--- src/rtl/countdown_sequencer.sv ---
// countdown_sequencer: READY / SET / GO pre-game countdown paced by VGA frame
// ticks, with frame-aligned overlay phase, audio cue pulses and a game_start
// pulse that launches note playback.
module countdown_sequencer #(
  parameter int unsigned FRAMES_PER_PHASE = 60,
  parameter int unsigned CNT_W            = 10
) (
  input  logic       clk,
  input  logic       resetn,
  input  logic       frame_tick,
  input  logic       start,
  input  logic       abort,
  input  logic       game_over,
  output logic [1:0] phase,
  output logic       cue_pulse,
  output logic [1:0] cue_id,
  output logic       game_start,
  output logic       busy,
  output logic       running
);

  localparam logic [1:0] PH_READY = 2'd0;
  localparam logic [1:0] PH_SET   = 2'd1;
  localparam logic [1:0] PH_GO    = 2'd2;
  localparam logic [1:0] PH_NONE  = 2'd3;

  // Counter value at which the next frame tick ends the current phase.
  localparam logic [CNT_W-1:0] CNT_LAST = CNT_W'(FRAMES_PER_PHASE - 1);

  typedef enum logic [2:0] {
    ST_IDLE  = 3'd0,
    ST_READY = 3'd1,
    ST_SET   = 3'd2,
    ST_GO    = 3'd3,
    ST_RUN   = 3'd4
  } state_e;

  state_e           state_q, state_d;
  logic [CNT_W-1:0] cnt_q, cnt_d;
  logic [1:0]       phase_q, phase_d;
  logic             cue_pulse_q, cue_pulse_d;
  logic [1:0]       cue_id_q, cue_id_d;
  logic             game_start_q, game_start_d;
  logic             busy_q, busy_d;
  logic             running_q, running_d;

  // State, counter and registered outputs.
  always_ff @(posedge clk or negedge resetn) begin
    if (!resetn) begin
      state_q      <= ST_IDLE;
      cnt_q        <= '0;
      phase_q      <= PH_NONE;
      cue_pulse_q  <= 1'b0;
      cue_id_q     <= PH_READY;
      game_start_q <= 1'b0;
      busy_q       <= 1'b0;
      running_q    <= 1'b0;
    end else begin
      state_q      <= state_d;
      cnt_q        <= cnt_d;
      phase_q      <= phase_d;
      cue_pulse_q  <= cue_pulse_d;
      cue_id_q     <= cue_id_d;
      game_start_q <= game_start_d;
      busy_q       <= busy_d;
      running_q    <= running_d;
    end
  end

  // Next-state, counter and next-output logic; outputs are derived from the
  // next state so they appear the cycle after the deciding edge.
  always_comb begin
    state_d      = state_q;
    cnt_d        = cnt_q;
    cue_pulse_d  = 1'b0;
    cue_id_d     = cue_id_q;
    game_start_d = 1'b0;

    case (state_q)
      ST_IDLE: begin
        cnt_d = '0;
        if (start && !abort) begin
          state_d     = ST_READY;
          cue_pulse_d = 1'b1;
          cue_id_d    = PH_READY;
        end
      end
      ST_READY, ST_SET, ST_GO: begin
        if (abort) begin
          state_d = ST_IDLE;
          cnt_d   = '0;
        end else if (frame_tick) begin
          if (cnt_q == CNT_LAST) begin
            cnt_d = '0;
            case (state_q)
              ST_READY: begin
                state_d     = ST_SET;
                cue_pulse_d = 1'b1;
                cue_id_d    = PH_SET;
              end
              ST_SET: begin
                state_d     = ST_GO;
                cue_pulse_d = 1'b1;
                cue_id_d    = PH_GO;
              end
              default: begin
                state_d      = ST_RUN;
                game_start_d = 1'b1;
              end
            endcase
          end else begin
            cnt_d = cnt_q + CNT_W'(1);
          end
        end
      end
      ST_RUN: begin
        cnt_d = '0;
        if (abort || game_over) begin
          state_d = ST_IDLE;
        end
      end
      default: begin
        state_d = ST_IDLE;
        cnt_d   = '0;
      end
    endcase

    phase_d   = PH_NONE;
    busy_d    = 1'b0;
    running_d = 1'b0;
    case (state_d)
      ST_READY: begin phase_d = PH_READY; busy_d = 1'b1; end
      ST_SET:   begin phase_d = PH_SET;   busy_d = 1'b1; end
      ST_GO:    begin phase_d = PH_GO;    busy_d = 1'b1; end
      ST_RUN:   running_d = 1'b1;
      default:  phase_d = PH_NONE;
    endcase
  end

  assign phase      = phase_q;
  assign cue_pulse  = cue_pulse_q;
  assign cue_id     = cue_id_q;
  assign game_start = game_start_q;
  assign busy       = busy_q;
  assign running    = running_q;

endmodule

--- config.mk ---
export PLATFORM = sky130hd
export DESIGN_NAME = countdown_sequencer
export DESIGN_NICKNAME = d
export VERILOG_FILES = /design/src/rtl/countdown_sequencer.sv
export SDC_FILE = /design/constraint.sdc
export NUM_CORES = 1
export LEC_CHECK = 0
export CORE_MARGIN = 2
export CORE_UTILIZATION = 56
export CTS_BUF_LIST = sky130_fd_sc_hd__clkbuf_4 sky130_fd_sc_hd__clkbuf_8
export DETAILED_ROUTE_END_ITERATION = 10
export HOLD_SLACK_MARGIN = 0.08
export PLACE_DENSITY_LB_ADDON = 0.15
export SLEW_MARGIN = 10
export SYNTH_ARGS = -nofsm -noshare
export SYNTH_HDL_FRONTEND = slang
export SYNTH_SLANG_ARGS = --single-unit
--- constraint.sdc ---
create_clock -name clk -period 2.07 [get_ports clk]
set_clock_uncertainty 0.15 [all_clocks]
set_input_delay 0.414 -clock clk [delete_from_list [all_inputs] [get_ports clk]]
set_output_delay 0.414 -clock clk [all_outputs]
set_load 0.02 [all_outputs]
==> reports/metrics.csv <==
stage;metric;value;unit
global_routing;gr-usage-met2;31.4;%
layout;nets;133;
floorplan;floorplan.io_pins;14;
layout;fill_cells;144;
worst_setup_path;critical_path.slowest_cell;clkdlybuf4s50_1;
clock_network;cts.repair.resized;0;
drt;detail_route.vias_per_cell;5.59;
clock_network;cts_inserted_buffers;3;
layout;design_area;0.00129;mm^2
global_routing;gr-total-overflow;0;
drt;avgRoutedWirePerCell;13.3;um
logic_synthesis;most_used_standard_cell_by_instance_count_after_synthesis;dfrtp_1;
drt;antenna_left;0;
layout;antenna_cells_inserted;0;
placed_design;detailed_place.area;0.00126;mm^2
worst_setup_path;worst-path-max-fanout;1;
logic_synthesis;async_reset_ff_share;100;%
floorplan;floorplan.die_area;0.00224;mm^2
logic_synthesis;postSynthAreaPerCell;10.2;um^2
clock_network;clock_tree.buffer_depth;2;
drt;drt_first_pass_iters;5;
logic_synthesis;yosysTopAreaCellShare;45.2;%
logic_synthesis;post_syn_area;0.00105;mm^2
drt;drt-total-wl;2000;um
floorplan;design.core.area;0.00175;mm^2
global_routing;grt_busiest_layer;met2;
power;total_power;0.000700;W
logic_synthesis;synth_edf_count;0;
placed_design;io_buffer_count;13;
drt;detail_route.drc_violations;0;
sta;setup-violations-final;0;
sta;fin_crit;1970;ps
placed_design;gp_congestion;0.815;
hold_path;hold_path.class;in2async;
sta;f_max;508;MHz
floorplan;start_util;60.2;%
clock_network;clkSlewWorstSetupHoldPaths;110;ps
power;irDropWorstVdd;425;uV
placed_design;pre_cts_ws;-4.61;ps
global_routing;met3_usage;3.46;%
clock_network;cts_tree;done;
sta;slew_headroom;79.1;%
sta;setup_slack;101;ps
worst_setup_path;critical_path_required;1510;ps
power;p_leak;0.555;nW
logic_synthesis;synthDominantAreaCellType;dfrtp_1;
worst_setup_path;crit_chain;clkdlybuf4s50_1;
worst_setup_path;largest_stage_delay_worst_path;590;ps
logic_synthesis;netlist-cell-type-count;36;
global_routing;grt_pass1_wl;3260;um
sta;finalHoldViolCount;0;
placed_design;place.detailed.hpwl;1510;um
worst_setup_path;arrival;1400;ps
sta;final_max_slew_viol_count;0;
global_routing;grt_pass1_vias;758;
layout;drive_gt1_share;16.0;%
clock_network;clock_sinks;21;
global_routing;grt_antenna_before_repair;0;
clock_network;clkLatencyLatePin;290;ps
clock_network;cts.htree.levels;1;
logic_synthesis;ys_top_cells_by_count;dfrtp_1 (19), a21oi_1 (8), nor2_1 (7);
logic_synthesis;sequential_share_of_the_synthesized_area;50.2;%
global_routing;grt_use_total;21.0;%
clock_network;clock_tree.root_cell;clkbuf_4;
worst_setup_path;critPathLaunchType;register;
drt;detailroute.via_count;839;
floorplan;chipHeight;47.3;um
worst_setup_path;worst-r2r-setup-slack;140;ps
clock_network;cts_hold_buffers;0;
logic_synthesis;number_of_flip_flops_and_latches_in_the_synthesized_netlist;21;
global_routing;use_met1;29.5;%
worst_setup_path;critPathCaptureType;output port;
drt;detail_route.iter0.violations;17;
logic_synthesis;synth.area.top_cells;dfrtp_1 (45%), dfstp_2 (5.0%), xor2_1 (5.0%);
sta;worst_slew_pin_slew;313;ps
worst_setup_path;crit_type;reg2out;
sta;grt_setup_unrepaired;false;
power;power-per-cell-area;541;mW/mm^2
floorplan;die_width;47.3;um
logic_synthesis;yosys_warnings;0;
sta;min_period_over_period;95.1;%
logic_synthesis;synth_fp_nets;110;
logic_synthesis;synthFlopType;dfrtp_1;
job;drv.max_cap_violation_count;0;
sta;finalHoldWorstSlack;285;ps
global_routing;grt_max_degree;22;
layout;layout-area-overhead-vs-synth;23.0;%
floorplan;floorplan.rows;15;
worst_setup_path;worstPathBufferInverterCount;1;
logic_synthesis;syn_inst;103;
status;status;finished clean;
worst_setup_path;cpLargestDelayFamily;buffers and inverters;
clock_network;cts_setup_buffers;0;
layer usage:
layer	vias up	part of all wire, %
li1	424	-
met1	394	50
met2	19	45
met3	2	4.5
met4	0	0.90
met5	-	0
cell type report:
class	instances	area [um^2]	share of cell area (%)
sequential	21	528	40.9
multi-input combinational	76	498	38.5
timing repair buffer	22	198	15.3
tap	25	31.3	2.42
clock buffer	4	30.0	2.32
inverter	2	7.51	0.581
cells by family after synthesis:
family                     count (synthesis)  synth area share [%]
AOI/OAI and AO/OA                         25                  15.4
xor gates and xnor gates                   6                  5.00
adders and majority gates                  1                  1.19
buffers and inverters                      6                  2.38
DFF                                       21                  50.2
and+or+nand+nor                           44                  25.8
cell usage in the layout (no fill, tap or decap), drive strengths merged, types with 2 or more instances in the layout:
master         instances
nand2b                 2
or3                    2
buf                    9
clkbuf                 4
dfstp                  2
nand3b                 3
nand3                  5
and3                   4
xor2                   6
a21oi                  8
nand2                  6
o21ai                  6
inv                    2
nand4b                 2
dfrtp                 19
or2                    2
or4                    2
o31ai                  6
clkdlybuf4s50         13
and2                   2
nor2                   8
path summary, 6_finish.rpt:
path,start,end,cells after the start
min reg2reg,state_q[2],cue_id[1],1
max in group asynchronous,resetn,phase[1],2
max,phase[0],phase[0],1
min in group clk,state_q[2],cue_id[1],1
min,resetn,cnt_q[7],2
max reg2reg,cnt_q[0],state_q[0],5
power by group:
group	internal, W	switching [W]	leakage (nW)
clock network	0.0000880	0.000112	0.0184
registers	0.000419	0.00000323	0.283
logic	0.0000344	0.0000426	0.254
total	0.000541	0.000158	0.555
worst register-to-register path, delay by kind of cell, from the launching register on:
kind	cells	cell delay, ps
adders and majority gates	1	250
AOI/OAI and AO/OA	1	320
and+or+nand+nor	3	660
DFF	1	440
flip-flops by register name (all words and copies together), names as in the netlist:
| register | cells |
|---|---|
| busy | 1 |
| phase | 2 |
| cue_id | 2 |
| cue_pulse | 1 |
| state_q | 3 |
| game_start | 1 |
| running | 1 |
| cnt_q | 10 |
stage by stage:
stage                     std cells  TNS, ps  util (%)
after detailed placement        146    -4.61      72.3
after CTS                       150        0      74.1
final                           150        0      74.1
after floorplan                 103        0         -
after global routing            150        0      74.1
after global placement          146        0      72.3
Power figures use the tool's default switching activity.
